### src/rtl/ascii_dec_pkg.sv
// Shared types and constants for the ASCII decimal parser.
// Optional feature macro used by the parser: ASCII_DEC_SIGNED_EN.
package ascii_dec_pkg;

    typedef enum logic [1:0] {
        ST_IDLE  = 2'd0,
        ST_ACCUM = 2'd1,
        ST_SKIP  = 2'd2,
        ST_DONE  = 2'd3
    } state_e;

    typedef enum logic [1:0] {
        ERR_NONE    = 2'd0,
        ERR_BADCHAR = 2'd1,
        ERR_OVF     = 2'd2,
        ERR_EMPTY   = 2'd3
    } err_e;

    localparam logic [7:0] CH_NL    = 8'h0A;
    localparam logic [7:0] CH_CR    = 8'h0D;
    localparam logic [7:0] CH_MINUS = 8'h2D;
    localparam logic [7:0] CH_0     = 8'h30;
    localparam logic [7:0] CH_9     = 8'h39;

    // Even parity of a result word, handy for downstream integrity checking.
    function automatic logic parity8(input logic [7:0] v);
        return ^v;
    endfunction

endpackage

### src/rtl/ascii_char_class.sv
// Combinational classifier: one ASCII byte -> digit / newline / CR / minus flags
// plus the decimal digit value (zero when the byte is not a digit).
module ascii_char_class
    import ascii_dec_pkg::*;
(
    input  logic [7:0] char_i,
    output logic       is_digit_o,
    output logic       is_nl_o,
    output logic       is_cr_o,
    output logic       is_minus_o,
    output logic [3:0] digit_o
);

    logic [7:0] diff_s;

    // Decode the byte class and digit value.
    always_comb begin
        diff_s     = char_i - CH_0;
        is_digit_o = (char_i >= CH_0) && (char_i <= CH_9);
        is_nl_o    = (char_i == CH_NL);
        is_cr_o    = (char_i == CH_CR);
        is_minus_o = (char_i == CH_MINUS);
        if (is_digit_o) begin
            digit_o = diff_s[3:0];
        end else begin
            digit_o = 4'd0;
        end
    end

endmodule

### src/rtl/ascii_dec_parser.sv
// Streaming ASCII decimal parser: accumulates digits up to a newline and emits
// value, digit count and error code. Define ASCII_DEC_SIGNED_EN for leading '-'.
module ascii_dec_parser
    import ascii_dec_pkg::*;
#(
    parameter int WIDTH      = 16,
    parameter int MAX_DIGITS = 5
) (
    input  logic                            clk,
    input  logic                            rst,
    input  logic                            in_valid,
    output logic                            in_ready,
    input  logic [7:0]                      in_char,
    output logic                            out_valid,
    input  logic                            out_ready,
    output logic [WIDTH-1:0]                out_value,
    output logic [$clog2(MAX_DIGITS+1)-1:0] out_ndigits,
    output logic [1:0]                      out_err
);

    localparam int ACC_W = WIDTH + 4;
    localparam int NDW   = $clog2(MAX_DIGITS + 1);

    localparam logic [ACC_W-1:0] LIM_U = {4'b0000, {WIDTH{1'b1}}};
    localparam logic [NDW-1:0]   MAXD  = NDW'(MAX_DIGITS);
    localparam logic [NDW-1:0]   ND_ONE = {{(NDW-1){1'b0}}, 1'b1};
`ifdef ASCII_DEC_SIGNED_EN
    localparam logic [ACC_W-1:0] ONE_W   = {{(ACC_W-1){1'b0}}, 1'b1};
    localparam logic [ACC_W-1:0] LIM_NEG = ONE_W << (WIDTH - 1);
    localparam logic [ACC_W-1:0] LIM_POS = LIM_NEG - ONE_W;
`endif

    state_e             state_q, state_d;
    err_e               err_q, err_d;
    logic [ACC_W-1:0]   acc_q, acc_d;
    logic [NDW-1:0]     ndig_q, ndig_d;
    logic               neg_q, neg_d;
    logic               in_ready_q, in_ready_d;
    logic               out_valid_q, out_valid_d;
    logic [WIDTH-1:0]   out_value_q, out_value_d;
    logic [NDW-1:0]     out_ndigits_q, out_ndigits_d;
    logic [1:0]         out_err_q, out_err_d;

    logic               cc_is_digit_s, cc_is_nl_s, cc_is_cr_s, cc_is_minus_s;
    logic [3:0]         cc_digit_s;
    logic               xfer_in_s, xfer_out_s;
    logic [ACC_W-1:0]   acc_mul_s, limit_s;
    logic [WIDTH-1:0]   mag_s, signed_val_s;

    ascii_char_class u_class (
        .char_i     (in_char),
        .is_digit_o (cc_is_digit_s),
        .is_nl_o    (cc_is_nl_s),
        .is_cr_o    (cc_is_cr_s),
        .is_minus_o (cc_is_minus_s),
        .digit_o    (cc_digit_s)
    );

    // Datapath helpers: acc*10+d never wraps because ACC_W has 4 spare bits.
    always_comb begin
        xfer_in_s  = in_valid && in_ready_q;
        xfer_out_s = out_valid_q && out_ready;
        acc_mul_s  = (acc_q << 3) + (acc_q << 1) + {{(ACC_W-4){1'b0}}, cc_digit_s};
`ifdef ASCII_DEC_SIGNED_EN
        if (neg_q) begin
            limit_s = LIM_NEG;
        end else begin
            limit_s = LIM_POS;
        end
`else
        limit_s = LIM_U;
`endif
        mag_s = acc_q[WIDTH-1:0];
        if (neg_q) begin
            signed_val_s = ~mag_s + {{(WIDTH-1){1'b0}}, 1'b1};
        end else begin
            signed_val_s = mag_s;
        end
    end

    // Next-state logic for the parser FSM and its result registers.
    always_comb begin
        state_d       = state_q;
        err_d         = err_q;
        acc_d         = acc_q;
        ndig_d        = ndig_q;
        neg_d         = neg_q;
        out_valid_d   = out_valid_q;
        out_value_d   = out_value_q;
        out_ndigits_d = out_ndigits_q;
        out_err_d     = out_err_q;

        case (state_q)
            ST_IDLE: begin
                if (xfer_in_s) begin
                    if (cc_is_cr_s) begin
                        state_d = ST_IDLE;
                    end else if (cc_is_digit_s) begin
                        state_d = ST_ACCUM;
                        acc_d   = {{(ACC_W-4){1'b0}}, cc_digit_s};
                        ndig_d  = ND_ONE;
                    end else if (cc_is_nl_s) begin
                        state_d = ST_DONE;
                        err_d   = ERR_EMPTY;
                    end else if (cc_is_minus_s) begin
`ifdef ASCII_DEC_SIGNED_EN
                        state_d = ST_ACCUM;
                        neg_d   = 1'b1;
                        ndig_d  = {NDW{1'b0}};
`else
                        state_d = ST_SKIP;
                        err_d   = ERR_BADCHAR;
`endif
                    end else begin
                        state_d = ST_SKIP;
                        err_d   = ERR_BADCHAR;
                    end
                end else begin
                    state_d = ST_IDLE;
                end
            end
            ST_ACCUM: begin
                if (xfer_in_s) begin
                    if (cc_is_cr_s) begin
                        state_d = ST_ACCUM;
                    end else if (cc_is_digit_s) begin
                        if ((ndig_q >= MAXD) || (acc_mul_s > limit_s)) begin
                            state_d = ST_SKIP;
                            err_d   = ERR_OVF;
                        end else begin
                            acc_d  = acc_mul_s;
                            ndig_d = ndig_q + ND_ONE;
                        end
                    end else if (cc_is_nl_s) begin
                        state_d = ST_DONE;
                        if (ndig_q == {NDW{1'b0}}) begin
                            err_d = ERR_EMPTY;
                        end else begin
                            err_d = ERR_NONE;
                        end
                    end else begin
                        state_d = ST_SKIP;
                        err_d   = ERR_BADCHAR;
                    end
                end else begin
                    state_d = ST_ACCUM;
                end
            end
            ST_SKIP: begin
                if (xfer_in_s && cc_is_nl_s) begin
                    state_d = ST_DONE;
                end else begin
                    state_d = ST_SKIP;
                end
            end
            ST_DONE: begin
                if (xfer_out_s) begin
                    state_d = ST_IDLE;
                    err_d   = ERR_NONE;
                    acc_d   = {ACC_W{1'b0}};
                    ndig_d  = {NDW{1'b0}};
                    neg_d   = 1'b0;
                end else begin
                    state_d = ST_DONE;
                end
            end
            default: begin
                state_d = ST_IDLE;
                err_d   = ERR_NONE;
                acc_d   = {ACC_W{1'b0}};
                ndig_d  = {NDW{1'b0}};
                neg_d   = 1'b0;
            end
        endcase

        // Result is captured on the DONE entry edge and cleared once consumed.
        if ((state_d == ST_DONE) && (state_q != ST_DONE)) begin
            out_valid_d   = 1'b1;
            out_ndigits_d = ndig_d;
            out_err_d     = err_d;
            if (err_d == ERR_NONE) begin
                out_value_d = signed_val_s;
            end else begin
                out_value_d = {WIDTH{1'b0}};
            end
        end else if (xfer_out_s) begin
            out_valid_d   = 1'b0;
            out_value_d   = {WIDTH{1'b0}};
            out_ndigits_d = {NDW{1'b0}};
            out_err_d     = ERR_NONE;
        end else begin
            out_valid_d = out_valid_q;
        end

        in_ready_d = (state_d != ST_DONE);
    end

    // State and output registers with synchronous reset.
    always_ff @(posedge clk) begin
        if (rst) begin
            state_q       <= ST_IDLE;
            err_q         <= ERR_NONE;
            acc_q         <= {ACC_W{1'b0}};
            ndig_q        <= {NDW{1'b0}};
            neg_q         <= 1'b0;
            in_ready_q    <= 1'b1;
            out_valid_q   <= 1'b0;
            out_value_q   <= {WIDTH{1'b0}};
            out_ndigits_q <= {NDW{1'b0}};
            out_err_q     <= ERR_NONE;
        end else begin
            state_q       <= state_d;
            err_q         <= err_d;
            acc_q         <= acc_d;
            ndig_q        <= ndig_d;
            neg_q         <= neg_d;
            in_ready_q    <= in_ready_d;
            out_valid_q   <= out_valid_d;
            out_value_q   <= out_value_d;
            out_ndigits_q <= out_ndigits_d;
            out_err_q     <= out_err_d;
        end
    end

    assign in_ready    = in_ready_q;
    assign out_valid   = out_valid_q;
    assign out_value   = out_value_q;
    assign out_ndigits = out_ndigits_q;
    assign out_err     = out_err_q;

endmodule

### config.mk
export PLATFORM = sky130hd
export DESIGN_NAME = ascii_dec_parser
export DESIGN_NICKNAME = d
export VERILOG_FILES = /design/src/rtl/ascii_dec_pkg.sv /design/src/rtl/ascii_char_class.sv /design/src/rtl/ascii_dec_parser.sv
export SDC_FILE = /design/constraint.sdc
export NUM_CORES = 1
export LEC_CHECK = 0
export ABC_AREA = 1
export CAP_MARGIN = 25
export CORE_ASPECT_RATIO = 0.8
export CORE_UTILIZATION = 30
export CTS_CLUSTER_DIAMETER = 120
export DETAILED_ROUTE_END_ITERATION = 16
export GPL_ROUTABILITY_DRIVEN = 1
export MAX_ROUTING_LAYER = met4
export PLACE_DENSITY = 0.49
export REMOVE_ABC_BUFFERS = 1
export SLEW_MARGIN = 10
export SYNTH_ARGS = -nofsm -noshare
export SYNTH_HDL_FRONTEND = slang
export SYNTH_HIERARCHICAL = 1
export SYNTH_SLANG_ARGS = --single-unit
export TNS_END_PERCENT = 5
### constraint.sdc
create_clock -name clk -period 4.68 [get_ports clk]
set_clock_uncertainty 0.1 [all_clocks]
set_input_delay 0.702 -clock clk [delete_from_list [all_inputs] [get_ports clk]]
set_output_delay 0.702 -clock clk [all_outputs]
set_load 0.02 [all_outputs]
==> run summary, run 1 <==
outcome = completed
CTS Root Cell = clkbuf_16
area of the core = 0.01230 mm^2
latest clock arrival within the worst-skew pair = 300 ps
residual antenna-violating net count after detailed routing = 0
number of buffers on the longest clock path = 2
CP endpoint kind = flip-flop
cell count after synthesis = 547
kind of launch point of the worst setup path = primary input
wire per inst = 13.79 um
layout cells sized above 1 = 0.1806
via count of the first global-routing pass = 3335
first-pass GRT wire length = 16930 um
Reg-to-Reg Start = acc_q[2]$_SDFFE_PP0P_
number of iterations in the first detailed-routing pass = 4
Final Total Pwr = 1108 uW
pin count of the biggest net entering global routing = 32
final net count = 641
PD cells = 238.9 mW/mm^2
total clock buffers created by CTS = 5
final number of setup-violating endpoints = 0
worst slack at placement = -57.86 ps
signed area change from the synthesized netlist to the final layout = 20.95%
clock tree from TritonCTS = yes
GRT Overall Usage = 0.1698
DR vias = 3631
drt initial violations = 167
Ports = 35
maximum fanout encountered on the critical timing path = 5
sink count of the clock tree = 49
count of endpoints failing hold in the final timing report = 0
count of inserted antenna diode cells = 0
vertical die dimension = 103.1 um
pins over their slew limit = 0
worst path setup slack after routing = 391.2 ps
startpoint of the most critical setup path = in_char[4]
post-layout minimum cycle time = 4289 ps
initial standard-cell utilization of the core = 0.3118
kind of cell with the highest combined delay on the critical path = simple AND/OR/NAND/NOR gates
Fmax achieved = 233.2 MHz
worst path arrival time = 4420 ps
crit share post-route = 0.9164
CTS H-tree lvls = 2
total placed instance area = 0.004367 mm^2
number of warning messages in the yosys log = 6
category of the most critical setup path = primary input to flip-flop
gp weighted congestion = 0.9125
CP Buf/Inv Count = 5
buffers added on ports = 34
wire length reported by the detailed router = 10450 um
worst IR drop on VDD = 137.1 uV
Core Rows = 36
unrepaired setup endpoints after global routing = false
longest individual stage delay on the worst path = 480 ps
endpoint required time on the critical path = 4810 ps
overall overflow remaining after global route = 0
CTS clk-pin slew, worst paths = 70 ps
number of antenna violations at the first check in global routing = 0
worst-margin pin slew = 796.4 ps
Max-Slew Margin vs Limit = 0.4690
area enclosed by the die boundary = 0.01324 mm^2
cell area after synthesis = 0.003834 mm^2
Hold Path Origin = acc_q[17]$_SDFFE_PP0P_
post-synthesis area per instance = 7.009 um^2
total DRC errors in the routed layout = 0
P_leak = 0.002122 uW
Chip Width = 128.4 um
final standard cell area without fillers = 0.004637 mm^2
hold crit path type = flip-flop to flip-flop
DP HPWL = 7858 um
# Max-Cap Violations = 0
slowest stage cell, crit path = clkdlybuf4s50_1
DR vias/cell = 4.790
## where the power goes
group | internal (uW) | switching, uW
combinational | 109 | 175
sequential | 435 | 25.3
clock | 197 | 167
total | 740 | 368
## flip-flops by register name, summed over array words and instances, names as in the netlist
register     count
acc_q           19
out_value       16
ndig_q           3
out_ndigits      3
err_q            2
out_err          2
state_q          2
in_ready         1
out_valid        1
## worst reg2reg max path: cells and delay by family (launching register included)
family / cells / cell delay, ps
AND/OR/NAND/NOR: 15 / 1280
adder cells (fa/ha/maj): 2 / 910
buffers and inverters: 4 / 450
flip-flops: 1 / 430
AO/OA/AOI/OAI: 2 / 310
## what timing repair did
item                                   4_1_cts  5_1_grt
hold buffers                                 0        0
setup endpoints to repair                    0       21
endpoints found under the hold margin        0        0
resized for setup                            0        6
setup buffers                                0        3
## cell usage in the layout, fill, tap and decap left out, drive strengths merged
| cell type | instances |
|---|---|
| and2 | 1 |
| nor3 | 5 |
| nor2 | 45 |
| a31o | 2 |
| nand4 | 3 |
| ha | 41 |
| a221oi | 1 |
| buf | 12 |
| a21oi | 59 |
| o211ai | 2 |
| nand3 | 70 |
| clkbuf | 7 |
| nand2 | 136 |
| dfxtp | 49 |
| xor2 | 1 |
| inv | 71 |
| o31ai | 1 |
| clkinvlp | 1 |
| o21ai | 28 |
| clkinv | 3 |
| a31oi | 3 |
| fa | 2 |
| or2 | 7 |
| clkdlybuf4s50 | 34 |
| xnor2 | 2 |
| a211oi | 1 |
## metal layers
| layer | vias up | track usage | wire [um] |
|---|---|---|---|
| met3 | 10 | 0.02647 | 474 |
| li1 | 1883 | - | - |
| met1 | 1653 | 0.2389 | 5483 |
| met4 | 0 | 0.03529 | 94 |
| met5 | - | - | 0 |
| met2 | 85 | 0.2549 | 4402 |
## path summary, 6_finish.rpt
kind	end	slack, ps	cells past startpoint
max	out_value[5]$_SDFFE_PP0P_	390	28
min	acc_q[17]$_SDFFE_PP0P_	350	2
max reg2reg	out_value[5]$_SDFFE_PP0P_	1140	23
min reg2reg	acc_q[17]$_SDFFE_PP0P_	350	2
## layout make-up
| class | instances | area (um^2) |
|---|---|---|
| multi-input cells | 410 | 2495 |
| fillers | 1307 | 7660 |
| well taps | 171 | 214.0 |
| clock inverters | 3 | 17.52 |
| inverters | 72 | 270.3 |
| clock buffers | 5 | 125.1 |
| flip-flops and latches | 49 | 980.9 |
| repair buffers | 48 | 534.3 |
## per-stage QoR
stage / TNS (ps) / instances / utilization / hold WS (ps)
2_1_floorplan: 0 / 531 / - / 321.4
3_3_place_gp: -28.93 / 744 / 0.3551 / 334.5
3_5_place_dp: -751.4 / 744 / 0.3551 / 344.6
4_1_cts: 0 / 752 / 0.3667 / 354.7
5_1_grt: 0 / 758 / 0.3771 / 367.2
6_report: 0 / 758 / 0.3771 / 351.9
No activity file was read; power rests on OpenSTA's default activity.
==> inputs of run 2 (changes only) <==
Settings changed: CELL_PAD_IN_SITES_DETAIL_PLACEMENT set to 1, CELL_PAD_IN_SITES_GLOBAL_PLACEMENT set to 1, PLACE_DENSITY 0.49 to unset, PLACE_DENSITY_LB_ADDON set to 0.1.
==> run summary, run 2 (synthesis gave the netlist of run 1 again) <==
outcome = completed
Max-Slew Margin vs Limit = 0.3901 (-0.07889)
# Max-Cap Violations = 0 (unchanged)
switching share of power = 0.3298 (-0.002084)
via count of the first global-routing pass = 3734 (+12%)
overall overflow remaining after global route = 0 (unchanged)
register name with the most flops = acc_q
CTS H-tree lvls = 2 (unchanged)
PD cells = 245.0 mW/mm^2 (+2.5%)
Chip Width = 128.4 um (unchanged)
signed area change from the synthesized netlist to the final layout = 19.45%
leading cell types in the layout, fill and taps excluded = nand2_1, inv_1, nand3_1
area enclosed by the die boundary = 0.01324 mm^2 (unchanged)
GRT Overall Usage = 0.1936 (+0.02379)
worst IR drop on VDD = 135.5 uV (-1.1%)
final net count = 641 (unchanged)
worst path setup slack after routing = 395.8 ps (+4.609 ps)
Fmax achieved = 233.4 MHz (+0.11%)
final standard cell count with taps included and fillers excluded = 757 (-0.13%)
latest clock arrival within the worst-skew pair = 290 ps (about the same)
area of the core = 0.01230 mm^2 (unchanged)
Core Rows = 36 (unchanged)
buffers added on ports = 34 (unchanged)
crit share post-route = 0.9154 (-0.0009848)
Filler Cells Inserted = 1560 (+19%)
kind of launch point of the worst setup path = primary input
Ports = 35 (unchanged)
DR vias = 3685 (+1.5%)
first-pass GRT wire length = 19110 um (+13%)
residual antenna-violating net count after detailed routing = 0 (unchanged)
worst-margin pin slew = 914.8 ps (+118.3 ps)
total DRC errors in the routed layout = 0 (unchanged)
count of inserted antenna diode cells = 0 (unchanged)
total instance count after detailed placement = 747 (+0.40%)
DP HPWL = 9187 um (+17%)
number of antenna violations at the first check in global routing = 0 (unchanged)
CTS clk-pin slew, worst paths = 70 ps (about the same)
DR vias/cell = 4.868 (+1.6%)
P_leak = 0.002100 uW (-1.0%)
gp weighted congestion = 0.8041 (-12%)
pin count of the biggest net entering global routing = 32 (unchanged)
combinational cell fraction of total power = 0.257 (about the same)
multi-input combinational cell area = 0.002490 mm^2 (-0.20%)
drt initial violations = 132 (-21%)
number of iterations in the first detailed-routing pass = 4 (unchanged)
CTS Root Cell = clkbuf_16
footprint of the flip-flops and latches = 980.9 um^2 (unchanged)
layout cells sized above 1 = 0.1724 (-0.008224)
part of the total power dissipated in the clock network = 0.332 (+0.004)
worst path arrival time = 4410 ps (about the same)
total clock buffers created by CTS = 5 (unchanged)
hold crit path type = flip-flop to flip-flop
worst slack at placement = -62.88 ps (-5.019 ps)
count of endpoints failing hold in the final timing report = 0 (unchanged)
Flop pwr share = 0.411 (-0.005)
wire per inst = 15.69 um (+14%)
clock tree from TritonCTS = yes
number of buffers on the longest clock path = 2 (unchanged)
most common library cell in the layout ignoring fill and taps = nand2_1
Largest register FFs = 19 (unchanged)
post-layout minimum cycle time = 4284 ps (-4.609 ps)
vertical die dimension = 103.1 um (unchanged)
maximum fanout encountered on the critical timing path = 10 (+5)
final number of setup-violating endpoints = 0 (unchanged)
CP endpoint kind = flip-flop
sink count of the clock tree = 49 (unchanged)
initial standard-cell utilization of the core = 0.3118 (unchanged)
category of the most critical setup path = primary input to flip-flop
Switching Power = 370.1 uW (+0.64%)
internal power = 752.0 uW (+1.6%)
unrepaired setup endpoints after global routing = false
wire length reported by the detailed router = 11880 um (+14%)
pins over their slew limit = 0 (unchanged)
endpoint required time on the critical path = 4810 ps (about the same)
## run 2: path summary, 6_finish.rpt
kind                                             start                        end  slack [ps]  cells after the start
worst max-delay path                        in_char[4]  out_value[9]$_SDFFE_PP0P_         400                     27
worst min-delay path            acc_q[17]$_SDFFE_PP0P_     acc_q[17]$_SDFFE_PP0P_         350                      2
worst max register to register   acc_q[0]$_SDFFE_PP0P_  out_value[9]$_SDFFE_PP0P_        1160                     22
worst min register to register  acc_q[17]$_SDFFE_PP0P_     acc_q[17]$_SDFFE_PP0P_         350                      2
## run 2: through the flow
stage	power (uW)	util	setup TNS, ps	area, um^2	hold WS (ps)
final	1122	0.3724	0	4579	348.9
after global routing	1185	0.3724	0	4579	376.1
after CTS	1124	0.3675	0	4519	349.6
after detailed placement	748.8	0.3559	-686.0	4377	339.2
after global placement	742.8	0.3559	-0.4827	4377	337.0
after floorplan	652.9	-	0	3727	321.4
## run 2: critical path, cell delays in order
cell and delay [ps]:
clkdlybuf4s50_1 480, nand2_1 70, nor2_2 110, nand2_2 80
nor2_1 90, inv_1 70, fa_1 480, inv_1 70
fa_1 440, nand2_2 100, nand3_2 80, nand3_1 90
nand2_1 80, nand2_1 90, nand2_1 60, nand2_1 70
nand3_2 80, nor2_4 150, nand4_1 110, nand2_1 90
nand2_1 50, nand2_1 100, nand2_2 80, a21oi_4 170
buf_6 180, nand3_1 100, a21oi_2 130
## run 2: final cells by class
type	count	share of cell area
tap	171	0.04672
timing repair buffer	48	0.1052
multi-input combinational	410	0.5437
inverter	72	0.05902
sequential	49	0.2142
clock buffer	7	0.03115
## run 2: what timing repair did
item,4_1_cts,5_1_grt
gates resized for setup,0,6
endpoints found under the setup margin,0,21
hold buffers,0,0
hold endpoints to repair,0,0
setup buffers,0,3
## run 2: power by group through the flow
stage | Clock (uW) | Sequential, uW | Combinational (uW)
after detailed placement | 0 | 470 | 278
after floorplan | 0 | 460 | 193
final | 372 | 461 | 289
after global placement | 0 | 471 | 272
after global routing | 397 | 463 | 324
after CTS | 382 | 461 | 281
## run 2: layer usage
metal	vias up	wire (um)	GRT usage
met4	0	122	0.03710
met3	10	347	0.02906
li1	1877	-	-
met1	1746	5878	0.2432
met5	-	0	-
met2	52	5527	0.3314
